<file path="config.mk">
export PLATFORM = sky130hd
export DESIGN_NAME = cache_profile_reporter
export DESIGN_NICKNAME = d
export VERILOG_FILES = /design/src/rtl/cache_profile_reporter.sv
export SDC_FILE = /design/constraint.sdc
export NUM_CORES = 1
export LEC_CHECK = 0
export ABC_AREA = 1
export CORE_ASPECT_RATIO = 1.75
export CORE_UTILIZATION = 55
export CTS_BUF_LIST = sky130_fd_sc_hd__clkbuf_8
export DETAILED_ROUTE_END_ITERATION = 7
export GPL_TIMING_DRIVEN = 1
export HOLD_SLACK_MARGIN = 0.08
export PLACE_DENSITY = 0.8
export SETUP_SLACK_MARGIN = 0.15
export SLEW_MARGIN = 20
export SYNTH_ARGS = -nofsm -noshare
export SYNTH_HDL_FRONTEND = slang
export SYNTH_SLANG_ARGS = --single-unit
</file>
<file path="constraint.sdc">
create_clock -name clk -period 14.8 [get_ports clk]
set_input_delay 2.96 -clock clk [delete_from_list [all_inputs] [get_ports clk]]
set_output_delay 2.96 -clock clk [all_outputs]
set_load 0.1 [all_outputs]
</file>
<file path="src/rtl/cache_profile_reporter.sv">
// cache_profile_reporter: snapshots six 32-bit cache profiler counters on a
// trigger rising edge and streams them as a 26-byte frame
// (header, 24 payload bytes MSB-first, XOR checksum) over a valid/ready byte port.
module cache_profile_reporter #(
   parameter logic [7:0]  HEADER_BYTE = 8'hA5,
   parameter int unsigned CNT_W       = 16
) (
   input  logic             clk,
   input  logic             rst,
   input  logic             enable,
   input  logic             trigger,
   input  logic [31:0]      icache_request_counter,
   input  logic [31:0]      icache_hit_counter,
   input  logic [31:0]      icache_miss_counter,
   input  logic [31:0]      dcache_request_counter,
   input  logic [31:0]      dcache_hit_counter,
   input  logic [31:0]      dcache_miss_counter,
   output logic [7:0]       tx_data,
   output logic             tx_valid,
   input  logic             tx_ready,
   output logic             busy,
   output logic [CNT_W-1:0] frame_count,
   output logic [CNT_W-1:0] dropped_count
);

   localparam int unsigned SNAP_W   = 192;
   localparam int unsigned IDX_W    = 5;
   localparam logic [IDX_W-1:0] LAST_IDX = 5'd23;
   localparam logic [CNT_W-1:0] CNT_ONE  = {{(CNT_W-1){1'b0}}, 1'b1};
   localparam logic [CNT_W-1:0] CNT_MAX  = {CNT_W{1'b1}};

   typedef enum logic [1:0] {IDLE, SEND_HDR, SEND_PAY, SEND_CSUM} state_t;

   state_t             state;
   logic [SNAP_W-1:0]  snap;
   logic [IDX_W-1:0]   byte_idx;
   logic [7:0]         checksum;
   logic               trigger_q;
   logic               trig_edge;
   logic               accept;
   logic [7:0]         csum_next;

   assign trig_edge = trigger & ~trigger_q;
   assign accept    = tx_valid & tx_ready;
   assign csum_next = checksum ^ tx_data;

   // Snapshot byte selector: byte 0 is the MSB of icache_request.
   function automatic logic [7:0] snap_byte(input logic [IDX_W-1:0] idx);
      logic [SNAP_W-1:0] sh;
      sh = snap << {idx, 3'b000};
      return sh[SNAP_W-1 -: 8];
   endfunction

   // Frame FSM with registered stream outputs, frame and drop statistics.
   always_ff @(posedge clk or posedge rst) begin
      if (rst) begin
         state         <= IDLE;
         tx_valid      <= 1'b0;
         tx_data       <= 8'h00;
         busy          <= 1'b0;
         frame_count   <= '0;
         dropped_count <= '0;
         snap          <= '0;
         byte_idx      <= '0;
         checksum      <= 8'h00;
         trigger_q     <= 1'b0;
      end else begin
         trigger_q <= trigger;
         if (!enable) begin
            // Abort drops the partial frame; statistics and snapshot stay.
            state    <= IDLE;
            tx_valid <= 1'b0;
            busy     <= 1'b0;
            byte_idx <= '0;
         end else begin
            if (trig_edge && (state != IDLE) && (dropped_count != CNT_MAX))
               dropped_count <= dropped_count + CNT_ONE;
            case (state)
               IDLE: begin
                  if (trig_edge) begin
                     snap     <= {icache_request_counter, icache_hit_counter,
                                  icache_miss_counter, dcache_request_counter,
                                  dcache_hit_counter, dcache_miss_counter};
                     byte_idx <= '0;
                     checksum <= 8'h00;
                     tx_data  <= HEADER_BYTE;
                     tx_valid <= 1'b1;
                     busy     <= 1'b1;
                     state    <= SEND_HDR;
                  end
               end
               SEND_HDR: begin
                  if (accept) begin
                     tx_data <= snap_byte(byte_idx);
                     state   <= SEND_PAY;
                  end
               end
               SEND_PAY: begin
                  if (accept) begin
                     checksum <= csum_next;
                     byte_idx <= byte_idx + 5'd1;
                     if (byte_idx == LAST_IDX) begin
                        tx_data <= csum_next;
                        state   <= SEND_CSUM;
                     end else begin
                        tx_data <= snap_byte(byte_idx + 5'd1);
                     end
                  end
               end
               SEND_CSUM: begin
                  if (accept) begin
                     tx_valid    <= 1'b0;
                     busy        <= 1'b0;
                     frame_count <= frame_count + CNT_ONE;
                     state       <= IDLE;
                  end
               end
               default: begin
                  state    <= IDLE;
                  tx_valid <= 1'b0;
                  busy     <= 1'b0;
               end
            endcase
         end
      end
   end

endmodule

</file>
==> summary.txt <==
Status -> completed
RSZ-0062 raised after global routing -> no
Filler cells -> 2126
Slew headroom -> 22.8%
CTS resizes -> 0
HP Start -> frame_count[14]$_DFFE_PP0P_
Routed met1 length -> 15.3 mm
Die X -> 122 um
Critical path buffer and inverter count -> 1
Die ar. -> 25900 um^2
Crit path cell chain -> clkdlybuf4s50_1
Kind of critical path -> reg -> out
CP startpoint -> dropped_count[5]$_DFFE_PP0P_
Cts hold-fix bufs -> 0
Clk Latency, worst-skew pair -> 0.55 ns
CP Max Fanout -> 5
Vias in the first global route -> 13100
Reported leakage power -> 8.06 nW
Residual DRC count -> 0
Critical path capture point type -> output port
Wire length on met2 -> 20.3 mm
P per Cell Area -> 181 nW/um^2
Number of synthesized flops with an enable pin -> 0
Antenna viol nets, final -> 0
Met3 WL -> 2.67 mm
Post-CTS Setup Inserts -> 0
Fin nets -> 2313
Uppermost layer routed -> met4
IR Drop Worst-Case VDD -> 0.180 mV
Clk root buf -> clkbuf_8
Iter 0 DRT Violations -> 1256
Worst Path Arrival -> 2.16 ns
H-tree depth -> 2
Slowest CP cell -> clkdlybuf4s50_1
First-pass GRT wire length -> 65.4 mm
Fin cells -> 2448
Routed wire length -> 41.9 mm
Hold WC Path Type -> reg -> reg
DR vias -> 13600
Synth cell types -> 32
Asr flop ratio synth -> 100%
Gpl congestion -> 0.915
Slew Viols, Final -> 0
Ys Warns -> 0
CTS tree -> yes
Average size of a mapped cell -> 7.15 um^2
CP Launch Type -> flop
Area grow syn2layout -> 23.6%
Synthesized instance count -> 1939
Tmin final -> 5.12 ns
Initial antenna violation count -> 0
Total track usage -> 32.8%
Core ar. -> 24700 um^2
#FFs+latches synth -> 249
Worst path required time -> 11.84 ns
CTS buffer count -> 40
Top_reg_cell synth -> dfrtp_1
WHS -> 0.492 ns
Final hold vios -> 0
Routed wire per std cell -> 17.1 um
Clock Path Buffers -> 3
Cell area after synthesis -> 13900 um^2
Placed cells -> 2377
Max incr delay on CP -> 1.17 ns
Final period util -> 34.6%
Worst Skew -> 0.0134 ns
Max Clock Freq -> 0.195 GHz
Initial core utilization -> 56.1%
Gr ovfl total -> 0
Height of the chip -> 212 um
Placement row count -> 76
CP delay by family, top -> buffers and inverters
Register area share after synthesis -> 44.9%
Top Ports -> 239
Max-cap violation count -> 0
Pin count of the biggest net entering global routing -> 291
Setup TNS -> 0 ns
Clock slew at reported path FFs -> 0.06 ns
DP HPWL -> 28.6 mm
PortBufs -> 238
Drt pass-1 iters -> 7
Worst-margin pin slew -> 1.16 ns
CTS sink count -> 249
Layout cells sized above 1 -> 4.45%
Worst R2R Start -> byte_idx[0]$_DFFE_PP0P_
# diodes -> 0
Drt via density -> 5.56
Setup-failing EPs final -> 0
Syn Nets -> 2144
-- cell usage after synthesis, types with 3 or more instances --
cell	instances	area, um^2
a21oi_1	39	195
nand4_1	5	31.3
o22ai_1	4	25.0
buf_4	6	45.0
nor2_1	25	93.8
nand2_1	666	2500
buf_2	60	300
inv_1	219	822
xor2_1	23	201
nand2_2	4	25.0
nor2_2	4	25.0
nor2_4	3	33.8
dfrtp_1	249	6230
ha_1	8	100
clkbuf_1	51	191
nor3_1	6	30.0
nand3_1	262	1310
o211ai_1	48	360
xnor2_1	10	87.6
o21ai_0	228	1140
buf_1	4	15.0
inv_2	5	18.8
-- metrics by stage --
step           setup WS, ns  utilization (%)  power [mW]  area, um^2
2_1_floorplan          5.00                -        2.03       13900
3_3_place_gp           9.59             65.5        2.35       16200
3_5_place_dp           9.49             65.5        2.40       16200
4_1_cts                9.65             69.2        3.09       17100
5_1_grt                9.63             69.3        3.32       17100
6_report               9.68             69.3        3.10       17100
-- cell usage in the layout (no fill, tap or decap) --
cell type / synthesis / routed
buf_4: 6 / 8
clkdlybuf4s50_1: 0 / 238
dfrtp_1: 249 / 246
clkinv_1: 1 / 1
clkbuf_8: 0 / 49
o211ai_1: 48 / 48
o31ai_1: 1 / 1
nor2_1: 25 / 24
o22ai_1: 4 / 4
o2111ai_1: 1 / 1
o21ai_0: 228 / 228
buf_12: 0 / 1
ha_1: 8 / 8
nor2_2: 4 / 4
nor3b_1: 1 / 1
inv_1: 219 / 228
inv_8: 0 / 1
xnor2_1: 10 / 10
nand2_2: 4 / 4
bufinv_16: 0 / 6
a31oi_1: 1 / 1
o211ai_2: 1 / 1
nor3b_2: 1 / 1
xor2_1: 23 / 23
inv_2: 5 / 4
nor2_4: 3 / 4
dfrtp_4: 0 / 1
nand4_1: 5 / 5
a21boi_1: 1 / 1
a21oi_1: 39 / 39
nor3_1: 6 / 6
nand3_2: 1 / 1
clkinv_2: 0 / 6
dfrtp_2: 0 / 2
nand3_1: 262 / 262
nor3_2: 1 / 1
nand2_1: 666 / 666
buf_16: 0 / 1
-- path summary, 6_finish.rpt --
| kind | end | slack, ns | depth (start not counted) |
|---|---|---|---|
| max | dropped_count[5] | 9.68 | 1 |
| max in group asynchronous | byte_idx[0]$_DFFE_PP0P_ | 10.41 | 3 |
| min | frame_count[14]$_DFFE_PP0P_ | 0.49 | 1 |
| min in group asynchronous | snap[149]$_DFFE_PP0P_ | 2.93 | 2 |
| max reg2reg | tx_data[4]$_DFFE_PP0P_ | 10.55 | 14 |
| min reg2reg | frame_count[14]$_DFFE_PP0P_ | 0.49 | 1 |
-- state kept, by name (all words and copies together), names as in the netlist --
name           flops
dropped_count     16
byte_idx           5
snap             192
checksum           8
tx_data            8
state              2
frame_count       16
trigger_q          1
busy               1
-- per-layer routing --
layer	track usage, %	vias to the layer above
met4	26.8	0
met2	54.4	657
met1	37.3	6238
met5	0	-
li1	-	6534
met3	4.24	188
-- layout make-up --
class                      instances  area (um^2)  area share (%)
clock buffer                      49          674            3.93
clock inverter                    21          243            1.42
inverter                         225          853            4.98
multi-input combinational       1344         6250            36.5
sequential                       249         6240            36.4
tap                              312          390            2.28
timing repair buffer             248         2490            14.5
-- cells by family (layout without fill, tap and decap cells) --
kind of cell	after synthesis	count (layout)	share of synthesized area (%)
AOI/OAI and AO/OA	324	324	12.7
xor gates and xnor gates	33	33	2.08
adders and majority gates	8	8	0.722
buffers and inverters	346	543	10.1
DFF	249	249	44.9
and+or+nand+nor	979	979	29.5
-- report_power, final --
| group | internal (mW) | switching (mW) | total [mW] |
|---|---|---|---|
| sequential | 0.967 | 0.148 | 1.12 |
| combinational | 0.422 | 0.885 | 1.31 |
| clock | 0.404 | 0.275 | 0.679 |
| total | 1.79 | 1.31 | 3.10 |
No activity file was read; power rests on OpenSTA's default activity.
